==> config.mk <==
export PLATFORM = sky130hd
export DESIGN_NAME = uart_cmd_decoder
export DESIGN_NICKNAME = d
export VERILOG_FILES = /design/src/rtl/uart_cmd_decoder.sv
export SDC_FILE = /design/constraint.sdc
export NUM_CORES = 1
export LEC_CHECK = 0
export ABC_AREA = 1
export BUFFER_PORTS_ARGS = -buffer_cell sky130_fd_sc_hd__clkbuf_2
export CORE_ASPECT_RATIO = 0.8
export CORE_MARGIN = 10
export CORE_UTILIZATION = 45
export DETAILED_ROUTE_END_ITERATION = 8
export SKIP_CTS_REPAIR_TIMING = 1
export SYNTH_ARGS = -nofsm -noshare
export SYNTH_HDL_FRONTEND = slang
export SYNTH_SLANG_ARGS = --single-unit
==> constraint.sdc <==
create_clock -name clk -period 2.52 [get_ports clk]
set_clock_uncertainty 0.05 [all_clocks]
set_input_delay 0.378 -clock clk [delete_from_list [all_inputs] [get_ports clk]]
set_output_delay 0.378 -clock clk [all_outputs]
set_load 0.05 [all_outputs]
==> src/rtl/uart_cmd_decoder.sv <==
// uart_cmd_decoder
// Receive-side command stage behind the UART receiver. Received bytes are
// buffered in a small FIFO. Command characters are decoded into one-cycle
// button-equivalent pulses. Each pulse is followed by a forced idle gap. ESC
// (8'h1B) bypasses the FIFO, flushes it, and returns the FSM to IDLE.
//
// Parameters:
//   FIFO_DEPTH - byte FIFO depth (power of two, >= 2)
//   GAP_CYCLES - idle cycles forced after every emitted pulse (>= 1)
//
// Ports:
//   clk, rst    - clock; asynchronous active-high reset
//   rx_done     - one-cycle strobe, rx_data valid in the same cycle
//   rx_data     - received byte
//   o_run/o_clear/o_mode/o_hour/o_min - one-cycle command pulses
//   o_busy      - FIFO non-empty or FSM not idle
//   o_full      - FIFO full
//   o_overflow  - sticky, a byte was dropped while the FIFO was full
//   o_count     - FIFO occupancy
//
// Configuration macro: UART_CMD_UPPER_EN - also accept uppercase command letters.
module uart_cmd_decoder #(
  parameter int unsigned FIFO_DEPTH = 4,
  parameter int unsigned GAP_CYCLES = 4
) (
  input  logic                         clk,
  input  logic                         rst,
  input  logic                         rx_done,
  input  logic [7:0]                   rx_data,
  output logic                         o_run,
  output logic                         o_clear,
  output logic                         o_mode,
  output logic                         o_hour,
  output logic                         o_min,
  output logic                         o_busy,
  output logic                         o_full,
  output logic                         o_overflow,
  output logic [$clog2(FIFO_DEPTH):0]  o_count
);

  localparam int unsigned AW = $clog2(FIFO_DEPTH);
  localparam int unsigned CW = AW + 1;
  localparam int unsigned GW = $clog2(GAP_CYCLES) + 1;
  localparam logic [7:0]  ESC = 8'h1B;

  typedef enum logic [1:0] {IDLE, FETCH, EMIT, GAP} state_t;

  state_t         state, state_next;
  logic [7:0]     mem [FIFO_DEPTH];
  logic [AW-1:0]  wr_ptr, rd_ptr;
  logic [CW-1:0]  count;
  logic [7:0]     cmd_reg;
  logic [GW-1:0]  gap_cnt, gap_next;
  logic [4:0]     pulse, pulse_next;   // {min, hour, mode, clear, run}
  logic           overflow;
  logic           esc, full, rd_en, wr_en;
  logic [4:0]     cmd_dec;

  // One-hot pulse select for a command byte; zero for ignored bytes.
  function automatic logic [4:0] decode(input logic [7:0] b);
    logic [4:0] d;
    d = '0;
    case (b)
      8'h72: d = 5'b00001;  // r
      8'h63: d = 5'b00010;  // c
      8'h6D: d = 5'b00100;  // m
      8'h68: d = 5'b01000;  // h
      8'h6E: d = 5'b10000;  // n
`ifdef UART_CMD_UPPER_EN
      8'h52: d = 5'b00001;  // R
      8'h43: d = 5'b00010;  // C
      8'h4D: d = 5'b00100;  // M
      8'h48: d = 5'b01000;  // H
      8'h4E: d = 5'b10000;  // N
`endif
      default: d = '0;
    endcase
    return d;
  endfunction

  always_comb begin
    esc     = rx_done && (rx_data == ESC);
    full    = (count == CW'(FIFO_DEPTH));
    // ESC wins over a pop: the flush discards the head as well.
    rd_en   = (state == IDLE) && (count != '0) && !esc;
    // A full FIFO still accepts a byte when the head leaves on the same edge.
    wr_en   = rx_done && !esc && (!full || rd_en);
    cmd_dec = decode(cmd_reg);
  end

  always_comb begin
    state_next = state;
    gap_next   = gap_cnt;
    pulse_next = '0;
    case (state)
      IDLE:  if (count != '0) state_next = FETCH;
      FETCH: begin
        if (cmd_dec != '0) begin
          state_next = EMIT;
          pulse_next = cmd_dec;
        end else begin
          state_next = IDLE;
        end
      end
      EMIT: begin
        state_next = GAP;
        gap_next   = GW'(GAP_CYCLES - 1);
      end
      GAP: begin
        if (gap_cnt == '0) state_next = IDLE;
        else               gap_next   = gap_cnt - GW'(1);
      end
      default: state_next = IDLE;
    endcase
    if (esc) begin
      state_next = IDLE;
      pulse_next = '0;
    end
  end

  always_ff @(posedge clk or posedge rst) begin
    if (rst) begin
      state    <= IDLE;
      gap_cnt  <= '0;
      pulse    <= '0;
      wr_ptr   <= '0;
      rd_ptr   <= '0;
      count    <= '0;
      cmd_reg  <= '0;
      overflow <= 1'b0;
    end else begin
      state   <= state_next;
      gap_cnt <= gap_next;
      pulse   <= pulse_next;
      if (rd_en) cmd_reg <= mem[rd_ptr];
      if (rx_done && !esc && !wr_en) overflow <= 1'b1;
      if (esc) begin
        wr_ptr <= '0;
        rd_ptr <= '0;
        count  <= '0;
      end else begin
        if (wr_en) wr_ptr <= wr_ptr + AW'(1);
        if (rd_en) rd_ptr <= rd_ptr + AW'(1);
        case ({wr_en, rd_en})
          2'b10:   count <= count + CW'(1);
          2'b01:   count <= count - CW'(1);
          default: count <= count;
        endcase
      end
    end
  end

  // Storage needs no reset; occupancy is tracked by count alone.
  always_ff @(posedge clk) begin
    if (wr_en) mem[wr_ptr] <= rx_data;
  end

  assign o_run      = pulse[0];
  assign o_clear    = pulse[1];
  assign o_mode     = pulse[2];
  assign o_hour     = pulse[3];
  assign o_min      = pulse[4];
  assign o_busy     = (count != '0) || (state != IDLE);
  assign o_full     = full;
  assign o_overflow = overflow;
  assign o_count    = count;

endmodule

Word level (Yosys, flattened, before mapping). Memory sizes are Yosys's and may differ from the RTL's. A register that Yosys moved wholly into a read port is not among the register bits. Index checks and enable logic that the tools add are counted. Widths: inputs -> output; s select.

Register bits after elaboration: 18. Input port bits: 11. Memory bits (writable): 32. Memories: 1. Output and inout bits: 11. Logic and storage cells: 69.

Mux-type cells: 19. Equality and inequality tests: 15. Add/subtract/negate cells: 5. Reductions and logical operators: 22.

Memories: mem (words 4, bits a word 8, rd ports 1, clocked after memory_dff 1, wr ports 1, RTL line 49) `logic [7:0] mem [FIFO_DEPTH];`.

Operators by type and width (number): $eq 8x7->1 const B (5); $pmux 5 s5 (1); $mux 2 (8); $mux 5 (3); $pmux 3 s2 (2); $eq 8x5->1 const B (1); $pmux 2 s4 (1); $reduce_bool 2->1 (4); $eq 2x2->1 const B (3); $logic_and 1x1->1 (6); $mux 3 (2); $reduce_bool 3->1 (2); $sub 3x1->3 const B (2); $reduce_bool 5->1 (1); $add 2x1->2 const B (2); $eq 2x1->1 const B (2); $reduce_and 2->1 (2); $add 3x1->3 const B (1); $eq 3x3->1 const B (1); $logic_not 1->1 (3); $logic_not 3->1 (1); $ne 3x2->1 const B (1); $ne 3x3->1 const B (1); $logic_not 2->1 (1); 3 further kinds (5).

Depth between registers and ports, before layout. Gate-level depths: netlist of run 1.

Depth after elaboration: 9. Gate-level depth with buffers: 12. Mapped depth without buffers: 12.

Least setup slack after synthesis of run 1. Ideal clock, no wire load.

Kind: register to register. Start: register count[0], in the netlist o_count[0]. End: memory mem[0][0] (enable). Stages on the path, launching flop included: 7. Path buffers: 0. Library setup time: 371 ps. Path slack: 339 ps. Clock period less this slack: 2181 ps. Arrival: 1760 ps. Data required time: 2099 ps. Path through: dfrtp_1 -> nor2_4 -> nand2_1 -> inv_1 -> nand2_1 -> nand2_2 -> nor2_1.

Elaborated cells between the ends (all ways): 9. Classes of those cells: eq/ne: 1; mux: 2; reduce/logical: 6.

RTL lines: start, declared (RTL line 51) `logic [CW-1:0] count;`; start signal, assigned (RTL line 145) `2'b10: count <= count + CW'(1);`; start signal, assigned (RTL line 146) `2'b01: count <= count - CW'(1);`; start signal, assigned (RTL line 147) `default: count <= count;`; $eq 3x3->1 (RTL line 83) `full = (count == CW'(FIFO_DEPTH));`; net o_full (RTL line 36) `output logic o_full,`; $logic_not 1->1 (RTL line 87) `wr_en = rx_done && !esc && (!full || rd_en);`; $logic_or 1x1->1 (RTL line 87); $logic_and 1x1->1 (RTL line 87); $mux 1 (RTL line 155) `if (wr_en) mem[wr_ptr] <= rx_data;`; $mux 1 (implied by the code) (RTL line 155); end, declared (RTL line 49).

The timed path passes the listed nets, and every way through them passes these cells.

Worst setup path after layout of run 1.
Start: register state[1]. End: memory mem[1][5] (enable).

Longest elaborated chain between the ends: 7.

RTL lines: start, declared (RTL line 48) `state_t state, state_next;`; start signal, assigned (RTL line 132) `state <= state_next;`; $logic_not 2->1 (RTL line 85) `rd_en = (state == IDLE) && (count != '0) && !esc;`; $logic_and 1x1->1 (2 in a row) (RTL line 85); $logic_or 1x1->1 (RTL line 87); $logic_and 1x1->1 (RTL line 87); $mux 1 (RTL line 155); $mux 1 (implied by the code) (RTL line 155).

Every way passes these cells.

==> out/metrics.cfg, run 1 <==
[cells_and_area]
largest_reg_flops = 32
num-nets-final = 316
final_cell_mix = nor2_1, nand2_1, inv_1, edfxtp_1, dfrtp_1
fillCellCount = 559
diodes = 0
drive_above_1_share_pct = 21.1
utilization_pct = 52.7
finalNonFillerCells = 384
layout_commonest_cell = nor2_1
area_delta_synth_final_pct = 13.7

[die]
fp-row-count = 25
io_pins = 22
fp.dieW_um = 107
initial_core_util_pct = 46.4
die_area_um2 = 9590
core_um2 = 5880
die_h_um = 89.6

[global_routing]
use_met1_pct = 15.8
global_route.usage.met3_pct = 5.56
grt_util_all_layers_pct = 12.5
grt-ovfl-total = 0
grt_pass1_wl_um = 9090
antenna_found_initial = 0
grt_max_degree = 27
grt_pass1_vias = 1850
busiest_layer = met2
grtUsageMet2_pct = 18.7

[critical_path]
crit_arrival_ns = 2.04
crit_path_frequent_cell = nand2_4
crit_path_top_delay_cell = nor2_1
crit_chain = nor2_4, nand2_4, inv_6, nand2_4, nand2_1, nand2_2, nor2_1
slowest_delay_ns = 0.66
required_ns = 2.42
worstSetupEndpointType = register
cp_top_family = simple AND/OR/NAND/NOR gates
rrSetupSlack_ns = 0.38
critPathBufInv = 1
crit_type = register to register
path_max_fanout = 9
start_kind = register

[synth]
async_flop_share_pct = 44.8
synth_area_um2 = 2730
synth.net_count = 285
synth-seq-cells = 58
ys.warnings.count = 0
ys_types = 32
synth.avg_cell_area_um2 = 10.2
synthCells = 267
synth_seq_area_share_pct = 59.1
synth_flop_cell = edfxtp_1
synth_edf_count = 32

[clock_network]
clkLatencyLatePin_ns = 0.33
tritoncts.num_buffers = 9
root_buffer = clkbuf_8
h-tree-depth = 3
cts.sinks = 58
cts_tree = yes
cts.clk_slew.worst_paths_ns = 0.06
clockBufferDepth = 2

[min_path]
hold_class = primary input to asynchronous set/reset pin

[route]
drtIter0Drc = 77
dr.pass1.iters = 4
via_per_inst = 4.86
antenna_left = 0
remaining_drc_errors = 0
avgRoutedWirePerCell_um = 14.2
wirelength_um = 5460
vias = 1866

[timing]
rsz0062_at_grt = false
fin_setup_tns_ns = 0
fin_crit_ns = 2.14
worst_pin_slew_ns = 0.859
drv_slew = 0
hold_viol = 0
slew_headroom_pct = 42.5
max_freq_mhz = 467
fin_crit_sh_pct = 85.0
setup-violations-final = 0

[placement]
place_inst = 368
hpwl_um = 3870
port_buffers = 21
gp_congestion = 0.843

[pwr]
swShare_pct = 39.9
p_leak_uw = 0.00136
powerDensity_nw_per_um2 = 1180
irDropWorstVdd_uv = 599
power_frac_seq_pct = 40.9
pwr-share-clk_pct = 22.7
combPwrFrac_pct = 36.4
intPower_uw = 2190
switching_power_uw = 1460

[outcome]
status = finished clean

[run]
maxCapViolCount = 0

tightest hold or removal path, stage by stage:
cell and delay (ns):
clkbuf_2 0.08, inv_1 0.04, buf_4 0.32
cell usage after synthesis, types with 2 or more instances:
master / instances / area share (%)
o21ai_0: 22 / 4.0
nand2_1: 35 / 4.8
inv_1: 32 / 4.4
dfrtp_1: 26 / 24
nand2_2: 3 / 0.69
a21oi_1: 9 / 1.7
nor2_2: 7 / 1.6
edfxtp_1: 32 / 35
nor4_1: 2 / 0.46
ha_1: 6 / 2.8
nand2_4: 2 / 0.83
nor2_1: 46 / 6.3
nand4_1: 2 / 0.46
buf_4: 2 / 0.55
o22ai_1: 9 / 2.1
nor2_4: 2 / 0.83
a21oi_2: 5 / 1.6
nand3_1: 11 / 2.0
final timing paths:
| kind | start | to | depth (start not counted) |
|---|---|---|---|
| max in group asynchronous | rst | gap_cnt[1] | 3 |
| min in group clk | rx_data[1] | mem[1][1] | 1 |
| max reg2reg | state[1] | mem[1][5] | 7 |
| min reg2reg | o_overflow | o_overflow | 1 |
| max | state[1] | mem[1][5] | 7 |
| min | rst | pulse[2] | 3 |
area by class of cell:
| class | instances | area, µm² | area share (%) |
|---|---|---|---|
| Inverter | 34 | 133 | 4.28 |
| Timing Repair Buffer | 25 | 135 | 4.36 |
| Tap cell | 81 | 101 | 3.27 |
| Multi-Input combinational cell | 170 | 931 | 30.0 |
| Clock buffer | 12 | 145 | 4.68 |
| Clock inverter | 4 | 43.8 | 1.41 |
| Sequential cell | 58 | 1610 | 52.0 |
power by group through the flow:
stage | registers, µW | logic [µW] | clock network, µW
floorplan | 1550 | 989 | 0
global placement | 1510 | 1320 | 0
detailed placement | 1510 | 1340 | 0
CTS | 1490 | 1340 | 841
global route | 1530 | 1500 | 890
finish | 1490 | 1330 | 828
metrics by stage:
stage / worst slack (ns) / hold slack, ns / power (µW) / instance area (µm²)
6_report: 0.377 / 0.0312 / 3650 / 3100
5_1_grt: 0.157 / 0.0457 / 3920 / 3100
4_1_cts: 0.312 / 0.0284 / 3680 / 3100
3_5_place_dp: 0.260 / 0.392 / 2850 / 2910
3_3_place_gp: 0.269 / 0.390 / 2820 / 2910
2_1_floorplan: 0.339 / 0.368 / 2540 / 2730
per-layer routing:
metal  routed length (µm)  up-vias
met2                 2380       34
met3                  295        7
met1                 2710      875
met5                    0        -
li1                     -      950
met4                   81        0
kinds of logic after synthesis:
kind of cell	after synthesis	synth area share [%]
fa+ha+maj	7	3.49
simple gates	113	19.3
flops	58	59.1
mux	1	0.826
xor+xnor	2	0.643
compound gates	47	9.91
buf+inv	39	6.75
No activity file was read; power rests on OpenSTA's default activity.
==> run 2, diff against run 1 <==
--- a/config.mk
+++ b/config.mk
@@ -11,6 +11,7 @@
 export CORE_MARGIN = 10
 export CORE_UTILIZATION = 45
 export DETAILED_ROUTE_END_ITERATION = 8
+export REMOVE_ABC_BUFFERS = 1
 export SKIP_CTS_REPAIR_TIMING = 1
 export SYNTH_ARGS = -nofsm -noshare
 export SYNTH_HDL_FRONTEND = slang
==> out/metrics.cfg, run 2 (same netlist as run 1, synthesis figures left out) <==
[cells_and_area]
diodes = 0
area_delta_synth_final_pct = 13.8
largest_reg_flops = 32
drive_above_1_share_pct = 21.7
utilization_pct = 52.8
final_cell_mix = nor2_1, nand2_1, inv_1, edfxtp_1, dfrtp_1
layout_commonest_cell = nor2_1
stdcell_area_um2 = 3100
num-nets-final = 317

[die]
die_area_um2 = 9590
fp.dieW_um = 107
io_pins = 22
initial_core_util_pct = 46.4
core_um2 = 5880
die_h_um = 89.6
fp-row-count = 25

[placement]
gp_congestion = 0.826
dp_slack_ns = 0.212
port_buffers = 21
placed_area_um2 = 2920
hpwl_um = 3840

[clock_network]
clkLatencyLatePin_ns = 0.34
clockBufferDepth = 2
cts.clk_slew.worst_paths_ns = 0.06
h-tree-depth = 3
root_buffer = clkbuf_8
tritoncts.num_buffers = 9
cts.sinks = 58
cts_tree = yes

[timing]
max_freq_mhz = 469
setup_ws_ns = 0.386
fin_setup_tns_ns = 0
hold_viol = 0
fin_crit_ns = 2.13
rsz0062_at_grt = false
slew_headroom_pct = 43.7
setup-violations-final = 0
fin_crit_sh_pct = 84.7
drv_slew = 0
worst_pin_slew_ns = 0.841

[global_routing]
grt_max_degree = 27
grt_util_all_layers_pct = 12.9
antenna_found_initial = 0
grt_pass1_wl_um = 9460
grt-ovfl-total = 0
grt_pass1_vias = 1975

[route]
dr.pass1.iters = 4
remaining_drc_errors = 0
drtIter0Drc = 70
via_per_inst = 4.88
vias = 1878
wirelength_um = 5400
antenna_left = 0
avgRoutedWirePerCell_um = 14.0

[critical_path]
required_ns = 2.43
timing.rr.end = mem[2][7]
crit_arrival_ns = 2.05
rrSetupSlack_ns = 0.39
worstSetupEndpointType = register
rr_worst_depth = 7
start_kind = register
path_max_fanout = 9
r2r_start = state[1]
crit_type = register to register

[pwr]
irDropWorstVdd_uv = 625
power_uw = 3610
powerDensity_nw_per_um2 = 1160
p_leak_uw = 0.00136

[min_path]
hold_class = primary input to asynchronous set/reset pin

[outcome]
status = finished clean

[run]
maxCapViolCount = 0

==> run 2: cell count changes in the layout (fill, tap and decap cells not counted), sizes merged <==
cell	before	now
clkbuf	33	30
clkinv	3	5
buf	4	5
clkinvlp	0	1
==> run 2: per-stage QoR <==
| stage | cells | hold WS [ns] |
|---|---|---|
| after global placement | 369 | 0.383 |
| after detailed placement | 369 | 0.391 |
| final | 385 | 0.0205 |
| after CTS | 385 | 0.0246 |
| after floorplan | 262 | 0.368 |
| after global routing | 385 | 0.0480 |
==> run 2: routing by layer <==
layer | vias to the layer above | track usage, % | wire length (µm)
li1 | 951 | - | -
met1 | 882 | 15.7 | 2660
met2 | 36 | 19.8 | 2360
met3 | 9 | 5.99 | 315
met4 | 0 | 4.42 | 69
met5 | - | 0 | 0
==> run 2: where the power goes <==
group | leakage, µW | switching [µW] | internal [µW]
Clock | 0.0000939 | 362 | 443
Combinational | 0.000667 | 874 | 432
Sequential | 0.000601 | 220 | 1280
Total | 0.00136 | 1450 | 2160
==> run 2: cell type report <==
type                       instances  area, µm²
inverter                          34        133
timing repair buffer              26        143
clock buffer                       9        124
multi-input combinational        170        931
tap                               81        101
sequential                        58       1610
clock inverter                     7       60.1
fill                             564       2780
==> run 2: critical path, cell delays in order (launching register included) <==
cell and delay (ns):
dfrtp_1 0.45, nor2_4 0.18, nand2_4 0.10, inv_6 0.11
nand2_4 0.05, nand2_1 0.09, nand2_2 0.08, nor2_1 0.65
==> run 2: worst max-delay path by stage <==
stage | startpoint | end | cells past startpoint
2_1_floorplan | o_count[0] | mem[0][0] | 6
3_3_place_gp | rx_data[0] | o_count[2] | 12
3_5_place_dp | rx_data[0] | o_count[2] | 12
4_1_cts | state[1] | mem[0][7] | 7
5_1_grt | o_count[0] | mem[0][7] | 8
6_report | state[1] | mem[2][7] | 7
==> run 3, diff against run 2 <==
--- a/config.mk
+++ b/config.mk
@@ -5,7 +5,7 @@
 export SDC_FILE = /design/constraint.sdc
 export NUM_CORES = 1
 export LEC_CHECK = 0
-export ABC_AREA = 1
+export ABC_AREA = 0
 export BUFFER_PORTS_ARGS = -buffer_cell sky130_fd_sc_hd__clkbuf_2
 export CORE_ASPECT_RATIO = 0.8
 export CORE_MARGIN = 10
==> constraint.sdc (replaced) <==
create_clock -name clk -period 2.1 [get_ports clk]
set_clock_uncertainty 0.05 [all_clocks]
set_input_delay 0.315 -clock clk [delete_from_list [all_inputs] [get_ports clk]]
set_output_delay 0.315 -clock clk [all_outputs]
set_load 0.05 [all_outputs]
==> out/metrics.cfg, run 3 <==
[outcome]
status = finished clean

[global_routing]
busiest_layer = met2
grt_max_degree = 27
global_route.usage.met3_pct = 5.84
antenna_found_initial = 0
grtUsageMet2_pct = 19.7
grt_pass1_vias = 1730
grt_util_all_layers_pct = 12.2
grt-ovfl-total = 0
use_met1_pct = 13.8
grt_pass1_wl_um = 8730

[placement]
place_inst = 297
dp_slack_ns = 0.0276
hpwl_um = 3710
port_buffers = 21
gp_congestion = 0.880

[die]
fp.dieW_um = 107
core_um2 = 5850
die_h_um = 89.3
fp-row-count = 25
die_area_um2 = 9510
io_pins = 22
initial_core_util_pct = 46.1

[critical_path]
critPathBufInv = 2
crit_path_top_delay_cell = or3_4
rrSetupSlack_ns = 0.13
cp_top_family = simple AND/OR/NAND/NOR gates
r2r_start = o_count[2]
slowest_delay_ns = 0.43
path_max_fanout = 4
crit_type = register to primary output
crit_arrival_ns = 1.64
crit_chain = or3_4, buf_4, nand2b_4, buf_6
timing.rr.end = o_count[2]
required_ns = 1.74
start_kind = register
rr_worst_depth = 7
worstSetupEndpointType = primary output

[run]
maxCapViolCount = 0

[clock_network]
cts.clk_slew.worst_paths_ns = 0.06
clkLatencyLatePin_ns = 0.34
clockBufferDepth = 2
cts.sinks = 58
h-tree-depth = 3
cts_tree = yes
root_buffer = clkbuf_8
tritoncts.num_buffers = 9

[cells_and_area]
final_cell_mix = edfxtp_1, dfrtp_1, clkbuf_2
num-nets-final = 246
regArea_um2 = 1610
fillCellCount = 483
largest_reg_flops = 32
multiInputGateArea_um2 = 1040
utilization_pct = 55.8
drive_above_1_share_pct = 36.5
finalNonFillerCells = 314
layout_commonest_cell = edfxtp_1
area_delta_synth_final_pct = 21.0
diodes = 0

[synth]
synthCells = 188
ys_types = 51
netlist_top_cells_count = edfxtp_1, dfrtp_1, nor2_1, nand3_1
synth.avg_cell_area_um2 = 14.4
synth_seq_area_share_pct = 59.7
synth_edf_count = 32
async_flop_share_pct = 44.8
synth_flop_cell = edfxtp_1
synthTopCellsByArea = edfxtp_1, dfrtp_1, mux4_2, mux2_4, ha_1
synth-seq-cells = 58
yosysTopAreaCell = edfxtp_1
yosysMostFrequentCell = edfxtp_1
synth_area_um2 = 2700
synth_top_cell_area_share_pct = 35.6
ys.warnings.count = 0

[timing]
drv_slew = 0
hold_viol = 0
rsz0062_at_grt = true
setup_ws_ns = 0.0924
slew_headroom_pct = 71.6
worst_pin_slew_ns = 0.426
fin_crit_ns = 2.01
fin_setup_tns_ns = 0
max_freq_mhz = 498
fin_crit_sh_pct = 95.6
setup-violations-final = 0

[route]
drtIter0Drc = 178
remaining_drc_errors = 0
dr.pass1.iters = 4
wirelength_um = 5260
via_per_inst = 5.32
avgRoutedWirePerCell_um = 16.7
vias = 1671
antenna_left = 0

[min_path]
min_path_cells = 1
min_to = mem[3][5]
hold_class = primary input to register
hold_start = rx_data[5]

[pwr]
p_leak_uw = 0.00134
power_uw = 5180
powerDensity_nw_per_um2 = 1590
irDropWorstVdd_uv = 591

==> run 3: cell count changes in the layout (fill, tap and decap cells not counted), sizes merged, moves of 7 or more <==
| cell | previous run | this run |
|---|---|---|
| a21oi | 14 | 7 |
| inv | 34 | 6 |
| nand2 | 40 | 9 |
| o21ai | 22 | 7 |
| o22ai | 9 | 1 |
| nor2 | 55 | 13 |
| mux4 | 0 | 8 |
| buf | 5 | 17 |
| mux2 | 0 | 8 |
==> run 3: how the worst max path moves through the flow <==
stage | startpoint | end | slack [ns] | cells after the start
after floorplan | o_count[0] | o_count[2] | -0.36 | 7
after global placement | o_count[2] | o_count[2] | 0.09 | 7
after detailed placement | o_count[2] | o_count[2] | 0.03 | 7
after CTS | o_count[2] | o_busy | -0.14 | 4
after global routing | o_count[2] | o_count[2] | -0.08 | 7
final | o_count[2] | o_busy | 0.09 | 4
==> run 3: metrics by stage <==
stage / area, µm² / hold slack [ns]
final: 3260 / 0.159
after global routing: 3260 / 0.142
after CTS: 3220 / -0.0306
after detailed placement: 2970 / 0.339
after global placement: 2970 / 0.317
after floorplan: 2650 / 0.305
==> run 3: logic make-up after synthesis <==
logic type	share of synthesized area (%)
compound gates	6.26
mux	11.9
xor+xnor	1.62
flops	59.7
simple gates	14.2
buf+inv	2.78
fa+ha+maj	3.52
==> run 3: cell type report <==
cell class | count | share of cell area, %
Sequential cell | 58 | 49.4
Multi-Input combinational cell | 115 | 31.7
Timing Repair Buffer | 38 | 7.40
Clock buffer | 11 | 4.64
Tap cell | 81 | 3.10
Clock inverter | 5 | 3.07
Inverter | 6 | 0.690
==> run 3: layer usage <==
| layer | wire length, µm | share of wire, % |
|---|---|---|
| met5 | 0 | 0 |
| met2 | 2590 | 49 |
| met1 | 2360 | 45 |
| met3 | 253 | 4.8 |
| met4 | 53 | 1.0 |
==> run 3: worst reg2reg max path: stages, from the launching register on <==
cell and delay [ns]:
dfrtp_1 0.38, or3_4 0.43, nand2_8 0.07, nor2_2 0.04, fa_2 0.38, nor4_2 0.27
mux2i_1 0.11, o211ai_1 0.16
==> run 3: power by group <==
part           leakage (µW)  total [µW]  internal [µW]  switching [µW]
Sequential         0.000618        1810           1530             271
Combinational      0.000592        2100            991            1110
Clock              0.000129        1280            849             430
Total               0.00134        5180           3370            1810
